==> config.mk <==
export PLATFORM = sky130hd
export DESIGN_NAME = instr_encoder
export DESIGN_NICKNAME = d
export VERILOG_FILES = /design/src/rtl/instr_encoder.sv
export SDC_FILE = /design/constraint.sdc
export NUM_CORES = 1
export LEC_CHECK = 0
export ABC_AREA = 1
export CAP_MARGIN = 10
export CORE_MARGIN = 3
export CORE_UTILIZATION = 43
export DETAILED_ROUTE_END_ITERATION = 8
export GPL_TIMING_DRIVEN = 0
export MAX_ROUTING_LAYER = met4
export PLACE_DENSITY = 0.8
export SLEW_MARGIN = 20
export SYNTH_ARGS = -nofsm -noshare
export SYNTH_HDL_FRONTEND = slang
export SYNTH_SLANG_ARGS = --single-unit
==> constraint.sdc <==
create_clock -name clk -period 1.6 [get_ports clk]
set_input_delay 0.24 -clock clk [delete_from_list [all_inputs] [get_ports clk]]
set_output_delay 0.24 -clock clk [all_outputs]
set_load 0.05 [all_outputs]
==> src/rtl/instr_encoder.sv <==
// RV32I instruction encoder: packs decoded fields and a range-checked immediate
// into an I-/S-type word, one-deep output register with valid/ready handshake.
module instr_encoder #(
    parameter logic [31:0] BASE_ADDR = 32'h0000_0000,
    parameter int unsigned ERR_W     = 8
) (
    input  logic             clk,
    input  logic             rst,
    input  logic             clear,
    input  logic             in_valid,
    output logic             in_ready,
    input  logic [2:0]       in_fmt,
    input  logic [6:0]       in_opcode,
    input  logic [2:0]       in_funct3,
    input  logic [4:0]       in_rd,
    input  logic [4:0]       in_rs1,
    input  logic [4:0]       in_rs2,
    input  logic [31:0]      in_imm,
    output logic             out_valid,
    input  logic             out_ready,
    output logic [31:0]      out_instr,
    output logic [31:0]      out_addr,
    output logic             out_err,
    output logic [ERR_W-1:0] err_count
);

    localparam logic [2:0]  FMT_I    = 3'b000;
    localparam logic [2:0]  FMT_S    = 3'b001;
    localparam logic [6:0]  OP_IMM   = 7'b0010011;
    localparam logic [31:0] NOP_WORD = 32'h0000_0013;

    logic        accept;
    logic        imm_fits;
    logic        is_shift;
    logic        shift_ok;
    logic        legal;
    logic [31:0] enc_word;
    logic [31:0] next_addr;

    assign in_ready = !rst && !clear && (!out_valid || out_ready);
    assign accept   = in_valid && in_ready;

    // imm[31:11] all equal <=> value fits a signed 12-bit field
    assign imm_fits = (&in_imm[31:11]) || !(|in_imm[31:11]);
    assign is_shift = (in_fmt == FMT_I) && (in_opcode == OP_IMM) &&
                      ((in_funct3 == 3'b001) || (in_funct3 == 3'b101));
    assign shift_ok = (in_imm[31:12] == 20'd0) &&
                      ((in_imm[11:5] == 7'b0000000) ||
                       ((in_imm[11:5] == 7'b0100000) && (in_funct3 == 3'b101)));

    always_comb begin
        legal    = 1'b0;
        enc_word = NOP_WORD;
        case (in_fmt)
            FMT_I: begin
                legal = is_shift ? shift_ok : imm_fits;
                if (legal)
                    enc_word = {in_imm[11:0], in_rs1, in_funct3, in_rd, in_opcode};
            end
            FMT_S: begin
                legal = imm_fits;
                if (legal)
                    enc_word = {in_imm[11:5], in_rs2, in_rs1, in_funct3,
                                in_imm[4:0], in_opcode};
            end
            default: begin
                legal    = 1'b0;
                enc_word = NOP_WORD;
            end
        endcase
    end

    always_ff @(posedge clk) begin
        if (rst) begin
            out_valid <= 1'b0;
            out_instr <= '0;
            out_addr  <= BASE_ADDR;
            out_err   <= 1'b0;
            err_count <= '0;
            next_addr <= BASE_ADDR;
        end else if (clear) begin
            out_valid <= 1'b0;
            next_addr <= BASE_ADDR;
        end else if (accept) begin
            out_valid <= 1'b1;
            out_instr <= enc_word;
            out_addr  <= next_addr;
            out_err   <= !legal;
            next_addr <= next_addr + 32'd4;
            if (!legal && !(&err_count))
                err_count <= err_count + 1'b1;
        end else if (out_ready) begin
            out_valid <= 1'b0;
        end
    end

endmodule

After elaboration in Yosys (flattened, before gate mapping) --
Cells that the tools add are included. W data, S select, Z words.
Word-level totals: logic and storage cells 49, RAM bits 0, memories 0, register bits after elaboration 106, ROM bits 0, latch bits 0
Cells by class: reduce and logical (&&, ||, !) cells 28, shift-type cells 0, divide/modulo/power cells 0, bitwise operators 1, multiply operators 0, muxes and demuxes 7, equal/unequal tests 5, order comparisons 0, $add $sub $neg 2
Operator list (count):
- $mux W32 | 2
- $pmux W32 S2 | 1
- $add A32 B3 Y32 const B | 1
- $reduce_and A21 Y1 | 1
- $reduce_or A21 Y1 | 1
- $logic_not A20 Y1 | 1
- $add A8 B1 Y8 const B | 1
- $logic_and A1 B1 Y1 | 8
- $reduce_and A8 Y1 | 1
- $eq A7 B5 Y1 const B | 1
- $eq A7 B6 Y1 const B | 1
- $logic_not A7 Y1 | 1
- $eq A3 B1 Y1 const B | 2
- $logic_not A1 Y1 | 6
- $logic_or A1 B1 Y1 | 4
- $eq A3 B3 Y1 const B | 1
- $logic_not A3 Y1 | 1
- $mux W1 | 3
- $reduce_and A3 Y1 | 1
- $pmux W1 S2 | 1
- $reduce_and A2 Y1 | 1
- $reduce_bool A2 Y1 | 1
- $reduce_or A2 Y1 | 1
- $not A1 Y1 | 1

Logic depth before layout (Yosys ltp) --
Gate-level depths: netlist of the first run.
depth in word-level cells 9, mapped depth 13

Least setup slack after synthesis of the first run --
Ideal clock, no wire load.
kind reg-to-reg, from register err_count[1], to register err_count[0], arrival time 1839 ps, path slack -355 ps, cell stages (with the launch flop) 9, clock period less this slack 1955 ps, cells stage by stage dfxtp_1 ha_1 nand3_1 nor2_1 nand3_1 nand4_1 nand2_1 nand2_1 nor2_1
On the way: word-level cells in the longest chain between the ends 4
RTL lines:
- start, declared | line 24 | output logic [ERR_W-1:0] err_count
- start signal, assigned | line 91 | err_count <= err_count + 1'b1;
- $reduce_and A8 Y1 | line 90 | if (!legal && !(&err_count))
- $logic_not A1 Y1 | line 90
- $logic_and A1 B1 Y1 | line 90
- $reduce_and A3 Y1 (no line)
Every way passes these cells. A chain may end at the register's enable or synchronous reset.

Worst setup path in the final report of the first run --
from register next_addr[2], to register next_addr[30]
On the way: word-level cells in the longest chain between the ends 1
RTL lines:
- start, declared | line 38 | logic [31:0] next_addr;
- start signal, assigned | line 89 | next_addr <= next_addr + 32'd4;
- $add A32 B3 Y32 | line 89
Every way passes these cells.

==> impl_metrics.py, run 1 <==
metrics = {
    "route": {
        "wl_um": 16780,
        "drt.antenna.violating_nets": 0,
        "firstDrtPassIters": 6,
        "vias": 5414,
        "drc": 0,
        "drt_iter0_drc": 474,
        "viasPerCell": 5.355,
        "wl_per_cell_um": 16.60,
    },
    "synthesis": {
        "synth_top_area_share_pct": 43.12,
        "ys.flop_type": "dfxtp_1",
        "synthTopCellsByArea": "dfxtp_1, nand2_1, a21oi_1",
        "async_flop_share_pct": 0,
        "synth-edff-count": 0,
        "synth_cell_types": 33,
        "ys_ff_latch": 102,
        "yosys_warnings": 0,
        "syn_avg_cell_area_um2": 6.985,
        "synth_largest_area_cell": "dfxtp_1",
        "synthCells": 678,
        "synth_area_um2": 4736,
        "ys_seq_area_share_pct": 43.12,
    },
    "setup_path": {
        "cp_top_family": "simple AND/OR/NAND/NOR gates",
        "cp_max_fo": 4,
        "r2r_setup_slack_ns": -0.05,
        "worstSetupEndpointType": "flip-flop",
        "cp_num_buf_inv": 2,
        "critPathRequiredTime_ns": 1.92,
        "rr_endpoint": "next_addr[30]",
        "path_cells": "ha_4, inv_4, nor3_4, buf_4, nand3_2, nor4_1, o21ai_1, a21oi_1",
        "arrival_ns": 1.96,
        "path_class": "flip-flop to flip-flop",
        "r2r-start": "next_addr[2]",
        "cp_slowest_cell": "dfxtp_4",
        "crit_path_start_kind": "flip-flop",
        "ff2ff_path_depth": 8,
        "critical_path.max_stage_delay_ns": 0.39,
    },
    "placed_design": {
        "place_congestion": 0.9554,
        "hpwl_um": 11670,
        "io_buffers": 137,
        "pre_cts_slack_ns": -0.9250,
    },
    "status": {
        "violations": "negative setup slack",
        "status": "finished, violations left",
    },
    "cts": {
        "path_clk_slew_ns": 0.11,
        "h-tree-depth": 3,
        "cts_tree": "built",
        "clock-root-buffer": "clkbuf_8",
        "clock_path_buffers": 2,
        "cts_inserted_buffers": 9,
        "insertion_delay_ns": 0.38,
        "cts.sinks": 102,
    },
    "floorplan": {
        "die_w_um": 110.9,
        "start_util_pct": 45.06,
        "fp.coreArea_um2": 10510,
        "io_pins": 140,
        "dieArea_um2": 12310,
        "die_h_um": 110.9,
        "rows": 37,
    },
    "cells_and_area": {
        "multi_input_area_um2": 2731,
        "finalNetCount": 935,
        "num-fill-cells": 888,
        "seq_area_um2": 2087,
        "drive_gt1_share_pct": 22.45,
        "area_growth_pct": 51.55,
        "mostFrequentLayoutCell": "nand2_1",
        "final_cell_mix": "nand2_1, dlygate4sd2_1, a21oi_1, dfxtp_1, inv_1",
    },
    "global_routing": {
        "overflow": 0,
        "grt_use_total_pct": 26.86,
        "grt_pass1_wl_um": 26360,
        "grt_max_degree": 19,
        "grt_pass1_vias": 5270,
        "grt_antenna_before_repair": 2,
    },
    "timing": {
        "clock_skew_ns": 0.01053,
        "rsz0062_at_grt": "yes",
        "worst_slack_ns": -0.04583,
        "fin_hold_ws_ns": 0.1661,
        "tightestPinTransition_ns": 0.6761,
        "relSlewSlack_pct": 54.93,
        "fin_crit_ns": 1.646,
        "finalHoldViolations": 0,
        "max_freq_mhz": 607.6,
        "finalSetupViolCount": 5,
        "drv_slew": 0,
        "period_share_pct": 102.9,
    },
    "min_path": {
        "hold_path_class": "input port to flip-flop",
        "min_to": "out_instr[26]",
        "hold_start": "in_imm[6]",
        "holdPathStages": 3,
    },
    "power_and_ir_drop": {
        "p_leak_nw": 3.109,
        "power.ir.vdd_worst_v": 0.0004294,
        "total_power_mw": 4.941,
        "p_per_area_nw_per_um2": 688.4,
    },
    "flow_run": {
        "cap_violations": 0,
    },
}
[how the worst max path moves through the flow]
stage / startpoint / to / depth (start not counted)
3_3_place_gp: rst / in_ready / 6
4_1_cts: out_valid / next_addr[22] / 12
6_report: next_addr[2] / next_addr[30] / 8
3_5_place_dp: rst / in_ready / 6
2_1_floorplan: out_valid / next_addr[17] / 9
5_1_grt: out_valid / next_addr[22] / 12
[layer usage]
| metal | wire [um] | vias up | track usage [%] |
|---|---|---|---|
| met5 | 0 | - | - |
| met4 | 407 | 0 | 7.307 |
| met3 | 1246 | 39 | 4.913 |
| met2 | 8512 | 235 | 46.89 |
| met1 | 6614 | 2537 | 31.80 |
| li1 | - | 2603 | - |
[tightest hold or removal path, delay by kind of cell]
family | cells | cell delay, ns
buffers and inverters | 1 | 0.14
AND/OR/NAND/NOR | 1 | 0.07
AO/OA/AOI/OAI | 1 | 0.05
[report_power, final]
part / internal (mW) / total, mW / switching (mW) / leakage (nW)
Combinational: 0.235 / 0.620 / 0.385 / 2.16
Sequential: 2.57 / 2.59 / 0.0205 / 0.839
Clock: 0.749 / 1.74 / 0.986 / 0.106
[stage by stage]
step / std cells / util, % / area [um^2] / setup TNS (ns)
final: 1011 / 68.29 / 7177 / -0.1143
after global routing: 1011 / 68.29 / 7177 / -1.657
after CTS: 996 / 64.89 / 6819 / -0.05590
after detailed placement: 952 / 60.14 / 6320 / -70.54
after global placement: 952 / 60.14 / 6320 / -68.67
after floorplan: 679 / - / 4778 / -0.1132
[area by class of cell]
cell class              count  share of cell area (%)
well taps                 136                   2.371
multi-input cells         489                   38.06
flip-flops and latches    102                   29.08
clock buffers               9                   1.726
clock inverters             7                   1.133
plain buffers              28                   2.162
inverters                  60                   3.278
diodes                      2                 0.06974
repair buffers            178                   22.12
[Yosys cell counts, types with 2 or more instances]
cell and count:
o211ai_1 4, o21ai_0 37, a21oi_1 91, nor4_1 3
ha_1 2, mux2i_1 3, xnor2_1 4, buf_1 7
nor2_4 4, nor2_1 61, dfxtp_1 102, nand2_2 2
o21bai_1 2, nor3_1 20, buf_4 3, nand3_1 24
o21a_1 7, xor2_1 14, nand2_1 182, clkbuf_1 18
inv_1 59, nor2_2 2, nand4_1 17
[state kept, by name (all words and copies together) (netlist names)]
name and count:
out_addr 30, out_instr 32, next_addr 30, err_count 8
out_valid 1, out_err 1
[kinds of logic after synthesis]
kind of cell    synth area share, %
fa+ha+maj                    0.5283
buf+inv                       7.318
xor+xnor                      3.329
other cells                 0.07918
compound gates                15.83
mux                          0.6341
simple gates                  29.17
flops                         43.12
[timing repair]
item,CTS,global route
resized for setup,186,106
pin swaps,50,52
hold buffers,0,0
endpoints found under the hold margin,0,0
setup buffers,26,13
setup endpoints to repair,166,92
cloned,3,0
(Power assumes the default switching activity.)
==> run 2: changes to the inputs <==
--- a/config.mk
+++ b/config.mk
@@ -7,13 +7,13 @@
 export LEC_CHECK = 0
 export ABC_AREA = 1
 export CAP_MARGIN = 10
-export CORE_MARGIN = 3
 export CORE_UTILIZATION = 43
 export DETAILED_ROUTE_END_ITERATION = 8
 export GPL_TIMING_DRIVEN = 0
+export HOLD_SLACK_MARGIN = 0.06
 export MAX_ROUTING_LAYER = met4
 export PLACE_DENSITY = 0.8
-export SLEW_MARGIN = 20
+export SLEW_MARGIN = 15
 export SYNTH_ARGS = -nofsm -noshare
 export SYNTH_HDL_FRONTEND = slang
 export SYNTH_SLANG_ARGS = --single-unit
==> impl_metrics.py, run 2 (synthesis gave the netlist of run 1 again) <==
metrics = {
    "status": {
        "status": "finished, violations left",
        "violations": "negative setup slack",
    },
    "floorplan": {
        "rows": 37,
        "io_pins": 140,
        "die_w_um": 106.9,
        "fp.coreArea_um2": 10510,
        "start_util_pct": 45.06,
        "die_h_um": 106.9,
        "dieArea_um2": 11440,
    },
    "timing": {
        "drv_slew": 0,
        "tightestPinTransition_ns": 0.6768,
        "clock_skew_ns": 0.01237,
        "worst_slack_ns": -0.07194,
        "relSlewSlack_pct": 54.88,
        "finalSetupViolCount": 5,
        "finalHoldViolations": 0,
        "fin_hold_ws_ns": 0.1640,
        "period_share_pct": 104.5,
        "fin_setup_tns_ns": -0.1920,
        "max_freq_mhz": 598.1,
        "rsz0062_at_grt": "yes",
        "fin_crit_ns": 1.672,
    },
    "cts": {
        "cts.sinks": 102,
        "ctsHoldBuffers": 0,
        "h-tree-depth": 3,
        "clock-root-buffer": "clkbuf_8",
        "cts_tree": "built",
        "cts_inserted_buffers": 9,
        "insertion_delay_ns": 0.37,
        "path_clk_slew_ns": 0.12,
        "clock_path_buffers": 2,
    },
    "cells_and_area": {
        "drive_gt1_share_pct": 22.54,
        "seq_area_um2": 2103,
        "num-fill-cells": 904,
        "mostFrequentLayoutCell": "nand2_1",
        "reg_top3": "out_instr: 32 flops, next_addr: 30 flops, out_addr: 30 flops",
        "stdcell_count": 1003,
        "final_cell_mix": "nand2_1, dlygate4sd2_1, a21oi_1, dfxtp_1, inv_1",
        "multi_input_area_um2": 2776,
        "regMostFlops": "out_instr",
        "area_growth_pct": 51.57,
        "finalNetCount": 927,
        "largest_reg_flops": 32,
    },
    "setup_path": {
        "critical_path.max_stage_delay_ns": 0.37,
        "cp_max_fo": 4,
        "r2r-start": "out_valid",
        "path_cells": "nand2_4, nand3_4, clkinv_4, nand2_4, nor3_4, nand3b_1, nor2_4, nand2_2, nor2_1, nand2_1, nand2_1, nor2_1",
        "critPathRequiredTime_ns": 1.88,
        "rr_endpoint": "next_addr[22]",
        "r2r_setup_slack_ns": -0.07,
        "path_class": "flip-flop to flip-flop",
        "ff2ff_path_depth": 12,
        "startpoint": "out_valid",
        "worstSetupEndpointType": "flip-flop",
        "cp-endpoint": "next_addr[22]",
        "cp_slowest_cell": "dfxtp_4",
        "crit_path_start_kind": "flip-flop",
        "arrival_ns": 1.95,
    },
    "placed_design": {
        "place_inst": 952,
        "pre_cts_slack_ns": -0.9873,
        "hpwl_um": 11720,
        "place_congestion": 0.8954,
        "io_buffers": 137,
    },
    "global_routing": {
        "grt_use_total_pct": 29.60,
        "overflow": 0,
        "grt_max_degree": 20,
        "grt_pass1_vias": 5061,
        "grt_antenna_before_repair": 2,
        "grt_pass1_wl_um": 25770,
    },
    "route": {
        "wl_per_cell_um": 16.63,
        "drt.antenna.violating_nets": 0,
        "viasPerCell": 5.347,
        "wl_um": 16680,
        "drt_iter0_drc": 321,
        "firstDrtPassIters": 6,
        "drc": 0,
        "vias": 5363,
    },
    "min_path": {
        "hold_path_class": "input port to flip-flop",
    },
    "power_and_ir_drop": {
        "p_per_area_nw_per_um2": 673.9,
        "p_leak_nw": 3.109,
        "total_power_mw": 4.837,
        "power.ir.vdd_worst_v": 0.0005777,
    },
    "flow_run": {
        "cap_violations": 0,
    },
}
-- run 2: changes by cell type in the layout (fill, tap and decap cells not counted), moves of 3 or more --
| cell | change |
|---|---|
| buf_4 | -12 |
| clkdlybuf4s15_1 | -5 |
| dfxtp_1 | -5 |
| dfxtp_4 | +4 |
| clkinvlp_4 | +3 |
| dlygate4sd2_1 | +3 |
| inv_1 | +3 |
| inv_2 | -3 |
| nand2_1 | -3 |
| nand3_2 | -3 |
| nor3_2 | -3 |
-- run 2: worst min path at each step --
stage	from	to	slack (ns)	depth (start not counted)
final	in_imm[7]	out_instr[27]	0.16	3
after global routing	in_imm[7]	out_instr[27]	0.16	3
after CTS	in_opcode[3]	out_instr[3]	0.28	3
after detailed placement	out_instr[27]	out_instr[27]	0.45	2
after global placement	out_instr[29]	out_instr[29]	0.45	2
after floorplan	in_imm[5]	out_instr[25]	0.38	2
-- run 2: worst max-delay path, delay by kind of cell (launching register included) --
family        cells  cell delay [ns]
simple gates     11             1.12
buf+inv           1             0.10
flops             1             0.37
-- run 2: final cells by class --
type | instances | area share [%]
multi-input cells | 489 | 38.68
flip-flops and latches | 102 | 29.30
repair buffers | 170 | 21.28
inverters | 60 | 3.329
well taps | 136 | 2.371
plain buffers | 28 | 2.318
clock buffers | 9 | 1.726
clock inverters | 7 | 0.9238
diodes | 2 | 0.06972
-- run 2: power by group --
group          internal (mW)  switching, mW  total, mW
Combinational          0.231          0.388      0.619
Clock                  0.605           1.03       1.64
Sequential              2.56         0.0211       2.58
-- run 2: through the flow --
stage / cell area (um^2) / utilization, %
2_1_floorplan: 4778 / -
3_3_place_gp: 6320 / 60.14
3_5_place_dp: 6320 / 60.14
4_1_cts: 6797 / 64.67
5_1_grt: 7178 / 68.31
6_report: 7178 / 68.31
-- run 2: metal layers --
layer	track usage, %	vias to the layer above	part of all wire, %
met2	51.15	204	50
met1	35.74	2548	42
met5	-	-	0
met4	7.926	0	1.5
li1	-	2586	-
met3	4.863	25	6.2
-- run 2: what timing repair did --
action | in CTS | in global routing
pin swaps | 52 | 39
resized for setup | 190 | 107
cloned | 2 | 0
setup endpoints to repair | 169 | 78
buffers inserted | 23 | 9
==> run 3: changes to the inputs <==
--- a/config.mk
+++ b/config.mk
@@ -5,14 +5,13 @@
 export SDC_FILE = /design/constraint.sdc
 export NUM_CORES = 1
 export LEC_CHECK = 0
-export ABC_AREA = 1
 export CAP_MARGIN = 10
-export CORE_UTILIZATION = 43
+export CORE_UTILIZATION = 41
 export DETAILED_ROUTE_END_ITERATION = 8
 export GPL_TIMING_DRIVEN = 0
 export HOLD_SLACK_MARGIN = 0.06
 export MAX_ROUTING_LAYER = met4
-export PLACE_DENSITY = 0.8
+export PLACE_DENSITY = 0.79
 export SLEW_MARGIN = 15
 export SYNTH_ARGS = -nofsm -noshare
 export SYNTH_HDL_FRONTEND = slang
==> impl_metrics.py, run 3 <==
metrics = {
    "setup_path": {
        "arrival_ns": 2.08,
        "cp_max_fo": 5,
        "startpoint": "in_imm[29]",
        "path_class": "input port to flip-flop",
        "crit_path_start_kind": "input port",
        "worstSetupEndpointType": "flip-flop",
        "critPathRequiredTime_ns": 1.92,
        "r2r-start": "next_addr[9]",
    },
    "floorplan": {
        "dieArea_um2": 10710,
        "io_pins": 140,
        "fp.coreArea_um2": 9864,
        "rows": 36,
        "die_w_um": 103.5,
        "start_util_pct": 42.80,
        "die_h_um": 103.5,
    },
    "power_and_ir_drop": {
        "clkPwrFrac_pct": 36.8,
        "p_comb_share_pct": 9.3,
        "power.ir.vdd_worst_v": 0.0004745,
        "p_per_area_nw_per_um2": 668.1,
        "pwr-share-seq_pct": 53.9,
        "p_sw_mw": 1.189,
        "p_leak_nw": 3.014,
        "switching_share_pct": 25.22,
        "p_int_mw": 3.524,
    },
    "synthesis": {
        "synth_largest_area_cell": "dfxtp_1",
        "ys_seq_area_share_pct": 48.37,
        "syn_avg_cell_area_um2": 9.001,
        "synthCells": 469,
        "yosys.cell_count.top_type": "dfxtp_1",
        "async_flop_share_pct": 0,
        "synth-edff-count": 0,
        "synth_cell_types": 59,
        "yosys_warnings": 0,
        "synth_area_um2": 4222,
        "synthTopCellsByArea": "dfxtp_1, nand2_1, a21oi_1",
        "synth_top_area_share_pct": 48.37,
        "synthTopCellsByCount": "dfxtp_1, nand2_1, a21oi_1, nor2_1",
        "ys_ff_latch": 102,
        "ys.flop_type": "dfxtp_1",
    },
    "timing": {
        "worst_slack_ns": -0.1625,
        "relSlewSlack_pct": 53.25,
        "period_share_pct": 110.2,
        "finalHoldViolations": 0,
        "rsz0062_at_grt": "yes",
        "fin_setup_tns_ns": -5.186,
        "fin_crit_ns": 1.762,
        "max_freq_mhz": 567.4,
        "finalSetupViolCount": 62,
        "clock_skew_ns": 0.008054,
        "drv_slew": 0,
        "tightestPinTransition_ns": 0.7013,
    },
    "cells_and_area": {
        "antenna_cells": 0,
        "mostFrequentLayoutCell": "dfxtp_1",
        "drive_gt1_share_pct": 32.10,
        "final_cell_mix": "dfxtp_1, nand2_1, dlygate4sd2_1, a21oi_1, buf_4",
        "reg_top3": "out_instr: 32 flops, next_addr: 30 flops, out_addr: 30 flops",
        "finalNetCount": 735,
        "regMostFlops": "out_instr",
        "largest_reg_flops": 32,
        "num-fill-cells": 687,
        "area_growth_pct": 67.07,
    },
    "route": {
        "drc": 0,
        "wl_met1_um": 5611,
        "viasPerCell": 5.500,
        "vias": 4433,
        "met2_length_um": 7436,
        "drt_iter0_drc": 168,
        "wl_per_cell_um": 17.70,
        "top_layer_used": "met4",
        "wl_met3_um": 768,
        "firstDrtPassIters": 7,
        "wl_um": 14260,
        "drt.antenna.violating_nets": 0,
    },
    "cts": {
        "cts.sinks": 102,
        "clock_path_buffers": 2,
        "insertion_delay_ns": 0.37,
        "clock-root-buffer": "clkbuf_8",
        "path_clk_slew_ns": 0.10,
        "cts_inserted_buffers": 9,
        "cts_tree": "built",
        "h-tree-depth": 3,
    },
    "placed_design": {
        "place_congestion": 0.8590,
        "hpwl_um": 8595,
        "pre_cts_slack_ns": -0.9557,
        "io_buffers": 136,
    },
    "min_path": {
        "hold_start": "in_imm[7]",
        "hold_path_class": "input port to flip-flop",
    },
    "global_routing": {
        "grt_pass1_vias": 4485,
        "overflow": 0,
        "grt_antenna_before_repair": 0,
        "grt_use_total_pct": 27.10,
        "grt_pass1_wl_um": 21430,
        "grt_max_degree": 19,
    },
    "flow_run": {
        "cap_violations": 0,
    },
    "status": {
        "status": "finished, violations left",
        "violations": "negative setup slack",
    },
}
==> run 3: cell types whose count changed after synthesis, moves of 10 or more <==
cell / before / now
a21oi_1: 91 / 39
a22o_1: 0 / 19
a22oi_1: 0 / 10
inv_1: 59 / 7
nand2_1: 182 / 78
nor2_1: 61 / 35
o21ai_0: 37 / 7
o2bb2ai_1: 0 / 10
xnor2_1: 4 / 16
==> run 3: cell families (layout without fill, tap and decap cells) <==
| family | after synthesis | after routing | synth area share, % |
|---|---|---|---|
| and+or+nand+nor | 199 | 199 | 24.54 |
| AOI/OAI and AO/OA | 103 | 104 | 16.81 |
| other | 1 | 2 | 0.08883 |
| buffers and inverters | 36 | 238 | 4.149 |
| DFF | 102 | 102 | 48.37 |
| xor gates and xnor gates | 24 | 24 | 4.979 |
| adders and majority gates | 2 | 2 | 0.5927 |
| muxes | 2 | 2 | 0.4742 |
==> run 3: power groups by stage <==
stage | logic [mW] | registers (mW) | clock network (mW)
final | 0.439 | 2.54 | 1.73
after global routing | 0.463 | 2.54 | 1.86
after CTS | 0.389 | 2.54 | 1.75
after detailed placement | 0.383 | 2.61 | 0
after global placement | 0.376 | 2.61 | 0
after floorplan | 0.122 | 2.64 | 0
==> run 3: metrics by stage <==
step                util, %  total power [mW]  cells  area (um^2)  hold slack, ns
floorplan                 -             2.761    470         4374          0.3569
global placement      59.83             2.987    739         5902          0.4462
detailed placement    59.83             2.995    739         5902          0.4506
CTS                   68.28             4.682    797         6735          0.1064
global route          71.50             4.870    806         7053         0.06688
finish                71.50             4.712    806         7053         0.06984
==> run 3: cell type report <==
cell class / count / area [um^2] / share of cell area [%]
inverters: 7 / 26.28 / 0.3725
clock inverters: 6 / 80.08 / 1.135
plain buffers: 28 / 207.7 / 2.945
clock buffers: 10 / 137.6 / 1.951
repair buffers: 187 / 1707 / 24.20
multi-input cells: 333 / 2651 / 37.59
well taps: 133 / 166.4 / 2.359
flip-flops and latches: 102 / 2077 / 29.45
==> run 3: what timing repair did <==
action | CTS | global route
buffers inserted | 36 | 13
pin swaps | 65 | 64
hold buffers | 0 | 1
gates cloned | 6 | 1
endpoints found under the setup margin | 173 | 103
resized for setup | 211 | 120
hold endpoints to repair | 0 | 1
==> run 3: worst max-delay path: stages <==
cell	delay, ns
buf_6	0.10
or4_4	0.54
nor4_4	0.25
nand3_2	0.15
o22ai_2	0.21
and3_4	0.26
buf_12	0.12
buf_8	0.10
a22o_1	0.12
==> run 3: metal layers <==
layer  vias up  GRT usage (%)
li1       2077              -
met1      2132          30.14
met2       181          46.77
met3        43          5.511
met4         0          12.24
met5         -              -
==> run 3: final timing paths <==
kind	endpoint	slack [ns]	cells past startpoint
worst max-delay path	out_instr[2]	-0.16	9
worst max register to register	next_addr[28]	-0.15	7
worst min-delay path	out_instr[27]	0.07	2
worst min register to register	out_addr[12]	0.46	2
